### src/rtl/cell_core_issue_ctrl_pkg.sv
// Shared cell-core ISA definitions: value/immediate/register types, opcodes and the
// writes_rd() classifier used by the issue controller and its hazard unit.
package cell_core_issue_ctrl_pkg;

    localparam int register_length = 16;
    localparam int NUM_REGS        = 8;
    localparam int REG_IDX_W       = $clog2(NUM_REGS);

    typedef logic [register_length-1:0] value_t;
    typedef logic [register_length-1:0] immediate_t;
    typedef logic [REG_IDX_W-1:0]       reg_idx_t;

    // Encodings 11..15 are unassigned and behave as NOPs.
    typedef enum logic [3:0] {
        OP_LI   = 4'd0,
        OP_ADD  = 4'd1,
        OP_SUB  = 4'd2,
        OP_AND  = 4'd3,
        OP_OR   = 4'd4,
        OP_NOR  = 4'd5,
        OP_SEQ  = 4'd6,
        OP_SLT  = 4'd7,
        OP_MUL  = 4'd8,
        OP_SHR  = 4'd9,
        OP_FMUL = 4'd10,
        OP_NOP  = 4'd15
    } opcode_t;

    typedef struct packed {
        opcode_t    opcode;
        reg_idx_t   rd;
        reg_idx_t   rs1;
        reg_idx_t   rs2;
        immediate_t immediate;
    } instruction_t;

    typedef enum logic [1:0] {
        FWD_RF = 2'd0,
        FWD_EX = 2'd1,
        FWD_WB = 2'd2
    } fwd_sel_t;

    function automatic logic writes_rd(opcode_t op);
        case (op)
            OP_LI, OP_ADD, OP_SUB, OP_AND, OP_OR, OP_NOR,
            OP_SEQ, OP_SLT, OP_MUL, OP_SHR, OP_FMUL: return 1'b1;
            default:                                 return 1'b0;
        endcase
    endfunction

endpackage

### src/rtl/cell_core_issue_ctrl_hazard.sv
// RAW hazard detection and operand source selection for the ID stage.
// EX has priority over WB since it holds the younger producer.
module cell_core_hazard_unit
    import cell_core_issue_ctrl_pkg::*;
#(
    parameter bit FORWARDING = 1'b0
) (
    input  opcode_t  id_opcode,
    input  reg_idx_t id_rs1,
    input  reg_idx_t id_rs2,
    input  logic     ex_valid,
    input  logic     ex_writes,
    input  reg_idx_t ex_rd,
    input  logic     wb_valid,
    input  logic     wb_writes,
    input  reg_idx_t wb_rd,
    output fwd_sel_t fwd_sel_a,
    output fwd_sel_t fwd_sel_b,
    output logic     hazard
);

    logic uses_rs, ex_hit, wb_hit;

    assign uses_rs = (id_opcode != OP_LI);
    assign ex_hit  = ex_valid && ex_writes;
    assign wb_hit  = wb_valid && wb_writes;

    always_comb begin
        fwd_sel_a = FWD_RF;
        fwd_sel_b = FWD_RF;
        if (uses_rs) begin
            if (ex_hit && id_rs1 == ex_rd)      fwd_sel_a = FWD_EX;
            else if (wb_hit && id_rs1 == wb_rd) fwd_sel_a = FWD_WB;
            if (ex_hit && id_rs2 == ex_rd)      fwd_sel_b = FWD_EX;
            else if (wb_hit && id_rs2 == wb_rd) fwd_sel_b = FWD_WB;
        end
    end

    // With bypassing every match is resolved by the operand mux, so nothing stalls.
    assign hazard = !FORWARDING && ((fwd_sel_a != FWD_RF) || (fwd_sel_b != FWD_RF));

endmodule

### src/rtl/cell_core_issue_ctrl.sv
// Cell-core issue controller: ID -> EX -> WB pipeline around an external ALU and RF.
// Define CELL_CORE_FORWARDING_EN to bypass operands instead of stalling on RAW hazards.
module cell_core_issue_ctrl
    import cell_core_issue_ctrl_pkg::*;
#(
    parameter int RETIRE_CNT_W = 16
) (
    input  logic                    clk,
    input  logic                    rst,
    input  logic                    instr_valid,
    input  instruction_t            instr,
    output logic                    instr_ready,
    input  logic                    freeze,
    output reg_idx_t                rf_rs1_idx,
    output reg_idx_t                rf_rs2_idx,
    input  value_t                  rf_rs1_data,
    input  value_t                  rf_rs2_data,
    output logic                    rf_we,
    output reg_idx_t                rf_wr_idx,
    output value_t                  rf_wr_data,
    output opcode_t                 alu_opcode,
    output immediate_t              alu_immediate,
    output value_t                  alu_first,
    output value_t                  alu_second,
    input  value_t                  alu_result,
    output logic                    busy,
    output logic [RETIRE_CNT_W-1:0] retired_count
);

`ifdef CELL_CORE_FORWARDING_EN
    localparam bit FWD_EN = 1'b1;
`else
    localparam bit FWD_EN = 1'b0;
`endif
    localparam int STAGES = 2;

    // vld_pipe[1] = EX valid, vld_pipe[2] = WB valid
    logic [STAGES:1] vld_pipe;

    opcode_t    ex_opcode;
    immediate_t ex_imm;
    reg_idx_t   ex_rd;
    value_t     ex_a, ex_b;

    logic       wb_writes;
    reg_idx_t   wb_rd;
    value_t     wb_data;

    fwd_sel_t   fwd_sel_a, fwd_sel_b;
    logic       hazard, id_fire;
    value_t     op_a, op_b;

    cell_core_hazard_unit #(.FORWARDING(FWD_EN)) u_hazard (
        .id_opcode (instr.opcode),
        .id_rs1    (instr.rs1),
        .id_rs2    (instr.rs2),
        .ex_valid  (vld_pipe[1]),
        .ex_writes (writes_rd(ex_opcode)),
        .ex_rd     (ex_rd),
        .wb_valid  (vld_pipe[2]),
        .wb_writes (wb_writes),
        .wb_rd     (wb_rd),
        .fwd_sel_a (fwd_sel_a),
        .fwd_sel_b (fwd_sel_b),
        .hazard    (hazard)
    );

    assign rf_rs1_idx  = instr.rs1;
    assign rf_rs2_idx  = instr.rs2;
    assign instr_ready = !rst && !freeze && !hazard;
    assign id_fire     = instr_valid && instr_ready;

    // Without forwarding a non-RF select only occurs while stalled, so it is never captured.
    always_comb begin
        op_a = rf_rs1_data;
        op_b = rf_rs2_data;
        case (fwd_sel_a)
            FWD_EX:  op_a = alu_result;
            FWD_WB:  op_a = wb_data;
            default: ;
        endcase
        case (fwd_sel_b)
            FWD_EX:  op_b = alu_result;
            FWD_WB:  op_b = wb_data;
            default: ;
        endcase
    end

    always_ff @(posedge clk) begin
        if (rst) begin
            vld_pipe      <= '0;
            ex_opcode     <= OP_LI;
            ex_imm        <= '0;
            ex_rd         <= '0;
            ex_a          <= '0;
            ex_b          <= '0;
            wb_writes     <= 1'b0;
            wb_rd         <= '0;
            wb_data       <= '0;
            retired_count <= '0;
        end else if (!freeze) begin
            vld_pipe <= {vld_pipe[1], id_fire};
            if (id_fire) begin
                ex_opcode <= instr.opcode;
                ex_imm    <= instr.immediate;
                ex_rd     <= instr.rd;
                ex_a      <= op_a;
                ex_b      <= op_b;
            end
            wb_writes <= writes_rd(ex_opcode);
            wb_rd     <= ex_rd;
            wb_data   <= alu_result;
            if (vld_pipe[2])
                retired_count <= retired_count + RETIRE_CNT_W'(1);
        end
    end

    // rst gating drops a WB-stage write in the reset cycle itself.
    assign rf_we         = vld_pipe[2] && wb_writes && !freeze && !rst;
    assign rf_wr_idx     = wb_rd;
    assign rf_wr_data    = wb_data;
    assign alu_opcode    = ex_opcode;
    assign alu_immediate = ex_imm;
    assign alu_first     = ex_a;
    assign alu_second    = ex_b;
    assign busy          = |vld_pipe;

endmodule

### config.mk
export PLATFORM = sky130hd
export DESIGN_NAME = cell_core_issue_ctrl
export DESIGN_NICKNAME = d
export VERILOG_FILES = /design/src/rtl/cell_core_issue_ctrl_pkg.sv /design/src/rtl/cell_core_issue_ctrl_hazard.sv /design/src/rtl/cell_core_issue_ctrl.sv
export SDC_FILE = /design/constraint.sdc
export NUM_CORES = 1
export LEC_CHECK = 0
export BUFFER_PORTS_ARGS = -buffer_cell sky130_fd_sc_hd__buf_2
export CAP_MARGIN = 0
export CORE_AREA = 2 2 91 102
export DETAILED_ROUTE_END_ITERATION = 16
export DIE_AREA = 0 0 93 104
export PLACE_DENSITY_LB_ADDON = 0.15
export SKIP_CTS_REPAIR_TIMING = 1
export SLEW_MARGIN = 15
export SYNTH_ARGS = -nofsm -noshare
export SYNTH_HDL_FRONTEND = slang
export SYNTH_HIERARCHICAL = 1
export SYNTH_SLANG_ARGS = --single-unit
### constraint.sdc
create_clock -name clk -period 5.66 [get_ports clk]
set_input_delay 0.566 -clock clk [delete_from_list [all_inputs] [get_ports clk]]
set_output_delay 0.566 -clock clk [all_outputs]
set_load 0.02 [all_outputs]
==> metrics <==
most frequent cells in the layout 175 x buf_2, 151 x nand2_1, 94 x dfxtp_1; Synth Cell Area 4380 um^2; Sw Share 27.9%; Overflow after GRT 0; largest net degree at the start of global routing 99; initial antenna violation count 0; Yosys top cell by area dfxtp_1; Synth Area in Compound Gates 17.4%; clock skew 10.6 ps; post-route cell area 5390 um^2; Iteration-0 DRC Markers 177; die area 9670 um^2; Adder-Cell Fraction of Synth Area 1.43%; share of Yosys cell area claimed by the top area cell type 43.0%; CTS Root Cell clkbuf_8; Final period util 50.1%; Synth Area in XOR/XNOR 4.40%; syn_nets 643; Final Hold Fails 0; row cnt 36; Seq/Total Area, Yosys 43.0%; # setup viols final 0; Critical Path RT 5940 ps; Starting Density 50.6%; unrepaired setup endpoints after global routing false; vias in the first global route 3842; # port buffers 176; core area 8650 um^2; synthesized instance count 557; hold crit path type input port to flop; Final WS setup 2830 ps; synth unique cells 40; largest family of logic cells by synthesized area simple AND/OR/NAND/NOR gates; crit path time final 2830 ps; clock network power share 33.3%; Inserted Diodes 0; status complete, no violations; Post-Route Utilization 62.4%; Place WS 2440 ps; Die W 93 um; Mean Syn Cell Area 7.86 um^2; critical path type input port to flop; CP Launch Type input port; CP Max Fanout 39; Die H 104 um; Flop pwr share 52.2%; #FFs+latches synth 94; Num CTS Buffers 9; Logic pwr share 14.5%; Reg clk slew, reported paths 90 ps; detailed placement HPWL 7.99 mm; Pre-Repair DR Iteration Count 4; Slew @ Worst Pin 1010 ps; CTS tree yes; mux contribution to synthesized area 5.31%; Yosys warning count 6; Setup TNS Final 0 ps; Slew HR 32.8%; CP Data Arrival Time 3110 ps; Routability Congestion 0.849; post-synthesis simple-gate area fraction 22.8%; Post-DRT Antenna Nets 0; pwr dens 252 nW/um^2; drt wl/cell 14.1 um; Max Root-Sink Buffers 2; global-route wire length before repair 18.7 mm; DRC viols 0; most common cell after layout, fill and taps aside buf_2; Peak VDD IR 0.112 mV; Synth area leaders dfxtp_1 43%, nand2_1 13%, a21oi_1 7.2%, a22oi_1 5.5%, mux2i_1 4.8%; total global-route track usage 23.4%; I/O pins 177; switching pwr 0.379 mW; H-tree depth 3; Via density 5.29; FMAX 353 MHz; Pleak 2.52 nW; DR vias 4318; # fillers 810; WL final 11.5 mm; Placed Area 5190 um^2; share of cells above drive strength 1 28.6%; clk_lat worst skew 360 ps; maxcap violations 0; fin nets 784; area delta synth->final 23.1%; cell-internal power 0.980 mW; Setup crit end kind flop; Final Slew Violations 0; Sink Count 94
worst max-delay path, stage by stage:
cell and delay, ps:
buf_2 110, nor4_1 710, nor2_1 130, a21o_1 240, nor3b_4 590, buf_4 500
nand2_1 110, a21oi_1 130
power by group through the flow:
| stage | Combinational (mW) | Sequential (mW) | Clock, mW |
|---|---|---|---|
| 2_1_floorplan | 0.0932 | 0.752 | 0 |
| 3_3_place_gp | 0.195 | 0.723 | 0 |
| 3_5_place_dp | 0.197 | 0.724 | 0 |
| 4_1_cts | 0.198 | 0.709 | 0.458 |
| 5_1_grt | 0.218 | 0.713 | 0.486 |
| 6_report | 0.198 | 0.709 | 0.452 |
metrics by stage:
| step | total power [mW] | std cells | hold slack [ps] |
|---|---|---|---|
| final | 1.36 | 817 | 441 |
| after global routing | 1.42 | 817 | 427 |
| after CTS | 1.37 | 817 | 430 |
| after detailed placement | 0.922 | 801 | 444 |
| after global placement | 0.918 | 801 | 438 |
| after floorplan | 0.845 | 557 | 466 |
final cells by class:
class | instances | area, um^2 | share of cell area [%]
multi-input combinational | 411 | 2260 | 41.9
sequential | 94 | 1880 | 34.9
timing repair buffer | 177 | 891 | 16.5
tap | 114 | 143 | 2.65
clock buffer | 11 | 141 | 2.62
clock inverter | 5 | 58.8 | 1.09
inverter | 5 | 18.8 | 0.348
synthesized netlist by cell type, drive strengths merged:
cell type  count
xnor2          9
o21ai         34
nand2        151
and4b          1
a21oi         63
nor3b          2
mux2i         21
or3            2
buf           23
and3           2
xor2          13
and3b          1
or4            2
mux2           2
o211ai         1
nand4b         1
or2            2
nand2b         1
ha             5
nor2b          3
nor3           4
and4           1
dfxtp         94
nor2          38
o22ai          1
a22oi         32
or3b           1
inv            5
nand3          4
nand4          7
clkbuf        24
a31o           1
a21o           2
nor4           4
cell families (layout without fill, tap and decap cells):
kind of cell,count (synthesis),after routing
buffers and inverters,52,198
adder cells (fa/ha/maj),5,5
AND/OR/NAND/NOR,227,227
XOR/XNOR,22,22
flip-flops,94,94
multiplexers,23,23
AO/OA/AOI/OAI,134,134
sequential cells by signal, indices dropped and copies added (netlist names), named ones only:
| signal | count |
|---|---|
| alu_first | 16 |
| alu_immediate | 16 |
| alu_second | 16 |
| retired_count | 16 |
| rf_wr_data | 16 |
| alu_opcode | 4 |
| ex_rd | 3 |
| rf_wr_idx | 3 |
| vld_pipe | 2 |
| wb_writes | 1 |
metal layers:
| metal | up-vias | track usage, % | share of wire [%] |
|---|---|---|---|
| met5 | - | 0 | 0 |
| li1 | 2158 | - | - |
| met4 | 0 | 7.46 | 1.5 |
| met2 | 150 | 37.3 | 46 |
| met3 | 14 | 6.01 | 7.8 |
| met1 | 1996 | 31.1 | 45 |
worst paths after layout:
check                from               end  slack [ps]  cells past startpoint
max reg2reg      ex_rd[2]     alu_first[15]        2880                      8
max             instr[26]     alu_second[1]        2830                      8
min              instr[3]  alu_immediate[3]         440                      3
min reg2reg  alu_first[8]      alu_first[8]         450                      2
Note: power is estimated with default switching activity, not from simulation.
